`config.mk`:
```
export PLATFORM = sky130hd
export DESIGN_NAME = uram_arbiter
export DESIGN_NICKNAME = d
export VERILOG_FILES = /design/src/rtl/uram_arbiter.sv
export SDC_FILE = /design/constraint.sdc
export NUM_CORES = 1
export LEC_CHECK = 0
export BUFFER_PORTS_ARGS = -buffer_cell sky130_fd_sc_hd__buf_4
export CAP_MARGIN = 30
export CORE_AREA = 2 2 94 96
export CTS_CLUSTER_SIZE = 25
export DETAILED_ROUTE_END_ITERATION = 10
export DIE_AREA = 0 0 96 98
export MAX_ROUTING_LAYER = met4
export PLACE_DENSITY = 0.52
export SLEW_MARGIN = 0
export SYNTH_ARGS = -nofsm -noshare
export SYNTH_HDL_FRONTEND = slang
export SYNTH_SLANG_ARGS = --single-unit
```
`constraint.sdc`:
```
create_clock -name clk -period 3.4 [get_ports clk]
set_input_delay 0.51 -clock clk [delete_from_list [all_inputs] [get_ports clk]]
set_output_delay 0.51 -clock clk [all_outputs]
set_load 0.01 [all_outputs]
```
`src/rtl/uram_arbiter.sv`:
```
// Round-robin arbiter sharing one single-port UltraRAM between two requesters.
// Each port gets at most MAX_BURST consecutive grants while the other waits; reads return one cycle later.
module uram_arbiter #(
    parameter int DATA_WIDTH = 32,
    parameter int ADDR_WIDTH = 14,
    parameter int MAX_BURST  = 4
) (
    input  logic                  clk,
    input  logic                  rst,
    input  logic                  req0_valid,
    output logic                  req0_ready,
    input  logic                  req0_we,
    input  logic [ADDR_WIDTH-1:0] req0_addr,
    input  logic [DATA_WIDTH-1:0] req0_wdata,
    input  logic                  req1_valid,
    output logic                  req1_ready,
    input  logic                  req1_we,
    input  logic [ADDR_WIDTH-1:0] req1_addr,
    input  logic [DATA_WIDTH-1:0] req1_wdata,
    output logic                  rsp0_valid,
    output logic [DATA_WIDTH-1:0] rsp0_rdata,
    output logic                  rsp1_valid,
    output logic [DATA_WIDTH-1:0] rsp1_rdata,
    output logic                  mem_wr_en,
    output logic [ADDR_WIDTH-1:0] mem_addr,
    output logic [DATA_WIDTH-1:0] mem_din,
    input  logic [DATA_WIDTH-1:0] mem_dout
);

    localparam int            CW    = $clog2(MAX_BURST + 1);
    localparam logic [CW-1:0] MAX_C = CW'(MAX_BURST);
    localparam logic [CW-1:0] ONE_C = CW'(1);

    logic          owner_q, owner_d;
    logic [CW-1:0] cnt_q, cnt_d;
    logic          rsp0_valid_q, rsp0_valid_d;
    logic          rsp1_valid_q, rsp1_valid_d;
    logic          grant0, grant1;
    logic          owner_keeps;

    // Handshake: port N fires when reqN_valid && reqN_ready; ready is only ever
    // raised for a valid port, never during reset, and for at most one port.
    always_comb begin
        owner_keeps = (cnt_q < MAX_C);
        grant0      = 1'b0;
        grant1      = 1'b0;
        if (!rst) begin
            if (req0_valid && req1_valid) begin
                grant0 = owner_keeps ? ~owner_q : owner_q;
                grant1 = ~grant0;
            end else begin
                grant0 = req0_valid;
                grant1 = req1_valid;
            end
        end
    end

    always_comb begin
        owner_d = owner_q;
        cnt_d   = cnt_q;
        if (grant0 || grant1) begin
            if (grant1 == owner_q) begin
                if (cnt_q != MAX_C) begin
                    cnt_d = cnt_q + ONE_C;
                end
            end else begin
                owner_d = grant1;
                cnt_d   = ONE_C;
            end
        end
        rsp0_valid_d = grant0 && !req0_we;
        rsp1_valid_d = grant1 && !req1_we;
    end

    // Memory port is zeroed when nothing fires so idle cycles are clean on the bus.
    always_comb begin
        mem_wr_en = 1'b0;
        mem_addr  = '0;
        mem_din   = '0;
        if (grant0) begin
            mem_wr_en = req0_we;
            mem_addr  = req0_addr;
            mem_din   = req0_wdata;
        end else if (grant1) begin
            mem_wr_en = req1_we;
            mem_addr  = req1_addr;
            mem_din   = req1_wdata;
        end
    end

    always_ff @(posedge clk) begin
        if (rst) begin
            owner_q      <= 1'b0;
            cnt_q        <= '0;
            rsp0_valid_q <= 1'b0;
            rsp1_valid_q <= 1'b0;
        end else begin
            owner_q      <= owner_d;
            cnt_q        <= cnt_d;
            rsp0_valid_q <= rsp0_valid_d;
            rsp1_valid_q <= rsp1_valid_d;
        end
    end

    assign req0_ready = grant0;
    assign req1_ready = grant1;
    assign rsp0_valid = rsp0_valid_q;
    assign rsp1_valid = rsp1_valid_q;
    assign rsp0_rdata = mem_dout;
    assign rsp1_rdata = mem_dout;

endmodule

```
==> Word-level counts from Yosys, hierarchy flattened <==
Cells that the tools add are included.
{ "totals": {"register_bits": 6, "word_cells": 33, "in_bits": 130, "output_inout_bits": 115} }
{ "op_classes": {"n_eq_ne": 3, "order_cmp": 1, "muxes": 13, "add_sub_neg": 1, "n_reduce_logical": 8, "bitwise": 3} }
{ "op_table": {"columns": ["operator", "count"], "rows": [
  ["two-way mux 32 bit", 2],
  ["two-way mux 14 bit", 2],
  ["two-way mux 1 bit", 7],
  ["two-way mux 3 bit", 2],
  ["AND reduction 2 bit", 2],
  ["adder 3 x 1 -> 3 bit, second input constant", 1],
  ["logical AND 1 bit", 3],
  ["< comparator 3 bit, second input constant", 1],
  ["inequality test 3 bit, second input constant", 1],
  ["inverter 1 bit", 3],
  ["zero test 1 bit", 2],
  ["inequality test 2 x 1 -> 1 bit, second input constant", 1],
  ["equality test 1 bit", 1],
  ["logical OR 1 bit", 1]
]} }

==> Depth between registers and ports, before layout <==
{ "depth": {"ltp_word": 8, "depth_mapped": 7, "mapped_depth_nobuf": 5} }

==> Least setup slack after synthesis <==
Ideal clock, no wire load.
{ "synth_timing": {"kind": "input to output", "from": "in rst", "to": "out mem_din[13]", "t_required_ns": 2.890, "arrival_ns": 1.440, "n_path_buf": 3, "slack_ns": 1.450, "cell_stages": 6, "cell_sequence": "buf_6 nand2b_4 a21oi_2 buf_2 buf_4 a22o_1"} }
{ "synth_via": {"elab_chain_len": 3, "elab_cells_between_ends": 4, "cone_classes": "mux (4)"} }
{ "synth_rtl": {"columns": ["item", "line_no", "rtl"], "rows": [
  ["from (decl)", "9", "input logic rst,"],
  ["two-way mux 1 bit", "47", "if (!rst) begin"],
  ["two-way mux 32 bit", "84", "end else if (grant1) begin"],
  ["two-way mux 32 bit *", "80", "if (grant0) begin"],
  ["to (decl)", "26", "output logic [DATA_WIDTH-1:0] mem_din,"]
]} }
Mark *: on every way between the ends. The rest lies on a longest branch, timed or not.

==> Final worst setup path <==
{ "layout_timing": {"from": "reg owner_q", "to": "out mem_din[28]"} }
{ "layout_via": {"elab_chain_len": 7, "elab_cells_between_ends": 9, "cone_classes": "mux (7); bitwise (2)"} }
{ "layout_rtl": {"columns": ["item", "line_no", "rtl"], "rows": [
  ["from (decl)", "34", "logic owner_q, owner_d;"],
  ["from (signal assigned)", "98", "owner_q <= owner_d;"],
  ["inverter 1 bit", "49", "grant0 = owner_keeps ? ~owner_q : owner_q;"],
  ["two-way mux 1 bit *", "49", null],
  ["inverter 1 bit", "50", "grant1 = ~grant0;"],
  ["two-way mux 1 bit", "48", "if (req0_valid && req1_valid) begin"],
  ["two-way mux 1 bit", "47", null],
  ["two-way mux 32 bit", "84", null],
  ["two-way mux 32 bit *", "80", null]
]} }
Marked as above.

==> impl.org <==
** Worst setup path
- In this run the worst path has a maximum fanout of 28.
- Data arrives at the worst endpoint at 2.15 ns.
- STA classifies the critical path endpoint as an output pin.
- Data on the critical path is required at its endpoint by 2.89 ns.
- Worst setup SP type :: flip-flop
- Start-to-end type of the worst setup path :: flip-flop to output pin

** Synthesis
- Synth top area cells :: sky130_fd_sc_hd__buf_4 38%, sky130_fd_sc_hd__a22o_1 31%, sky130_fd_sc_hd__dfxtp_1 9.1%
- After synthesis, the mean cell area works out to 8.341 um^2.
- Number of synthesized flops with an enable pin :: 0
- After synthesis the cells add up to 1326 um^2.
- Commonest cells post-synth :: 67 x sky130_fd_sc_hd__buf_4, 47 x sky130_fd_sc_hd__a22o_1, 8 x sky130_fd_sc_hd__buf_2
- Summed over all instances, the cell type with the most area after synthesis is sky130_fd_sc_hd__buf_4.
- Post-synthesis sequential element count :: 6
- For this run, the leading register cell type out of synthesis is sky130_fd_sc_hd__dfxtp_1.
- Most common cell in the netlist :: sky130_fd_sc_hd__buf_4
- In the synthesized netlist the async set-or-reset flop fraction comes to 0.
- After synthesis, the netlist uses 27 different library cells.
- Synth warn :: 0
- Syn Inst Count :: 159
- The number of nets in the synthesized netlist is 291.
- Sequential area share after synthesis :: 0.09057
- Of the post-synthesis cell area, the dominant cell type holds 0.3792.

** GRT
- Vias in the first global route :: 1277
- Pin count of the biggest net entering global routing :: 47
- After global routing the overflow that remains totals 0.
- Overall Global Routing Usage :: 0.08703
- The first global-routing pass estimated 6306 um of wire.
- The initial antenna violation count was 0.

** Detailed routing
- Routed WL per cell :: 13.61 um
- Dividing the detail-routed via count by the number of cells gives 4.122.
- After the first detailed-routing iteration, the DRC count stood at 34.
- Before antenna repair, the detailed router went through 3 iterations.
- Summed over all layers, the routed wires come to 4696 um.
- In the routed design, unresolved DRC markers number 0.
- Once detail routing completed, the nets flagged for antenna violations numbered 0.
- Number of vias after detailed routing :: 1422

** STA
- For the pin with the worst max-slew slack, the measured transition is 0.7773 ns.
- The count of final max-slew check failures came to 0.
- Across the routed clock network, the largest skew measured is 0.002326 ns.
- Setup violations remaining at the end of the flow were counted as 0.
- The final hold violation count came to 0.
- Max frequency :: 376.6 MHz
- Dividing the final minimum period by the clock period gives 0.7809.
- Max-Slew Margin vs Limit :: 0.4806
- Adding up every negative setup slack in the final design gives 0 ns.
- Clock period minus final worst setup slack :: 2.655 ns
- Setup repair after global routing missed its margin :: no

** Finish
- Area growth, synth to finish :: 58.02%
- The finished layout holds 345 standard cells, fillers aside.
- Number of nets in the final layout :: 371
- After filler insertion, the fill cell instance count of the layout stands at 916.
- In the final layout, the share of cells above drive strength 1 is 0.6751.
- For this run, the share of the core covered by cells in the final layout is 0.2476.
- Diode count :: 0

** Place
- Once placement completed, the tool counted placed cells totaling 342.
- The congestion estimate from routability-driven global placement came to 0.7176.
- Half-perimeter wire length after detailed placement :: 3779 um
- Input and output buffers added on the ports amount to 148.

** CTS
- Maximum root-to-sink buffer count :: 2
- After clock tree synthesis, the clock-pin slew on the worst setup and hold paths is 0.04 ns.
- TritonCTS Buffers :: 3
- The number of hold buffers added after CTS was 0.
- TritonCTS built the clock tree.
- CTS H-Tree Depth :: 1
- Post-CTS timing repair inserted 0 buffers for setup.
- Post-CTS repair changed the size of 0 cells.
- Clock latency on the worst-skew pair :: 0.22 ns
- TritonCTS sink count :: 6
- The cell sitting at the root of the clock tree is a sky130_fd_sc_hd__clkbuf_8.

** Die
- For this configuration, the core starts out at a cell density of 0.1567.
- Site row count :: 34
- Number of I/O pins :: 245
- Measured along the y axis, the die boundary spans 98 um.
- Chip width :: 96 um
- The core region is 8466 um^2.
- Floorplan die area :: 9408 um^2

** Power
- In this run the power density over the cells is 222.9 nW/um^2.
- Overall power of the completed layout :: 467.2 uW
- IR analysis of the VDD net gives a maximum drop of 0.0001912 V.
- For this design the static power due to leakage is 1.086 nW.

** Status
- Result of the run :: finished clean

** Min path
- Path class of the lowest-slack min-delay path :: input port to flip-flop

** Job
- Max-cap violations :: 0
==> layer usage <==
layer  GRT usage  wire (um)  share of wire
met1     0.08887       1623           0.35
met2      0.1603       2419           0.52
met3     0.02855        637           0.14
met4     0.01538         14         0.0030
met5           -          0              0
==> final timing paths <==
kind | slack (ns) | to | cells after the start | from
setup / recovery | 0.74 | mem_din[28] | 5 | owner_q$_SDFFE_PP0P_
hold / removal | 0.46 | rsp0_valid$_SDFF_PP0_ | 2 | req0_we
setup reg to reg | 1.56 | rsp1_valid$_SDFF_PP0_ | 4 | owner_q$_SDFFE_PP0P_
hold reg to reg | 0.49 | cnt_q[0]$_SDFFE_PP0P_ | 1 | cnt_q[0]$_SDFFE_PP0P_
==> where the power goes <==
group | internal [mW] | switching [mW] | total, mW
Clock | 0.0760 | 0.0294 | 0.105
Sequential | 0.0765 | 0.00566 | 0.0822
Combinational | 0.171 | 0.109 | 0.280
==> layout make-up <==
| type | instances | area (um^2) | area share |
|---|---|---|---|
| Timing Repair Buffer | 151 | 1134 | 0.5409 |
| Inverter | 4 | 15.01 | 0.007164 |
| Tap cell | 108 | 135.1 | 0.06448 |
| Clock buffer | 3 | 41.29 | 0.01970 |
| Sequential cell | 6 | 120.1 | 0.05731 |
| Multi-Input combinational cell | 73 | 650.6 | 0.3104 |
==> flip-flops by register name, indices dropped and copies added (netlist names) <==
register,flops
cnt_q,3
owner_q,1
rsp0_valid,1
rsp1_valid,1
==> through the flow <==
| stage | worst slack, ns | hold slack, ns | instance area, um^2 |
|---|---|---|---|
| after floorplan | 1.450 | 0.4559 | 1326 |
| after global placement | 0.7592 | 0.4915 | 2054 |
| after detailed placement | 0.7216 | 0.4912 | 2054 |
| after CTS | 0.6792 | 0.4501 | 2096 |
| after global routing | 0.5165 | 0.4612 | 2096 |
| final | 0.7450 | 0.4558 | 2096 |
==> cell families after synthesis <==
| family | after synthesis | share of synthesized area |
|---|---|---|
| buffers and inverters | 80 | 0.4292 |
| AOI/OAI and AO/OA | 57 | 0.3736 |
| and+or+nand+nor | 12 | 0.06792 |
| DFF | 6 | 0.09057 |
| adders and majority gates | 2 | 0.01886 |
| xor gates and xnor gates | 1 | 0.01227 |
| muxes | 1 | 0.007547 |
==> layout by cell type (no fill, tap or decap), types with 2 or more instances in the layout <==
| cell type | synthesis | routed |
|---|---|---|
| sky130_fd_sc_hd__clkbuf_8 | 0 | 3 |
| sky130_fd_sc_hd__a22o_1 | 47 | 47 |
| sky130_fd_sc_hd__nor2b_1 | 2 | 2 |
| sky130_fd_sc_hd__buf_4 | 67 | 151 |
| sky130_fd_sc_hd__ha_1 | 2 | 2 |
| sky130_fd_sc_hd__o21ai_0 | 2 | 2 |
| sky130_fd_sc_hd__dfxtp_1 | 6 | 6 |
| sky130_fd_sc_hd__inv_1 | 4 | 4 |
| sky130_fd_sc_hd__nor2_1 | 3 | 3 |
==> critical path, stage by stage, from the launching register on <==
cell and delay (ns):
sky130_fd_sc_hd__dfxtp_1 0.46, sky130_fd_sc_hd__xnor2_2 0.13, sky130_fd_sc_hd__a21oi_4 0.65, sky130_fd_sc_hd__buf_4 0.37, sky130_fd_sc_hd__a22o_1 0.18, sky130_fd_sc_hd__buf_4 0.13
(Power assumes the default switching activity.)
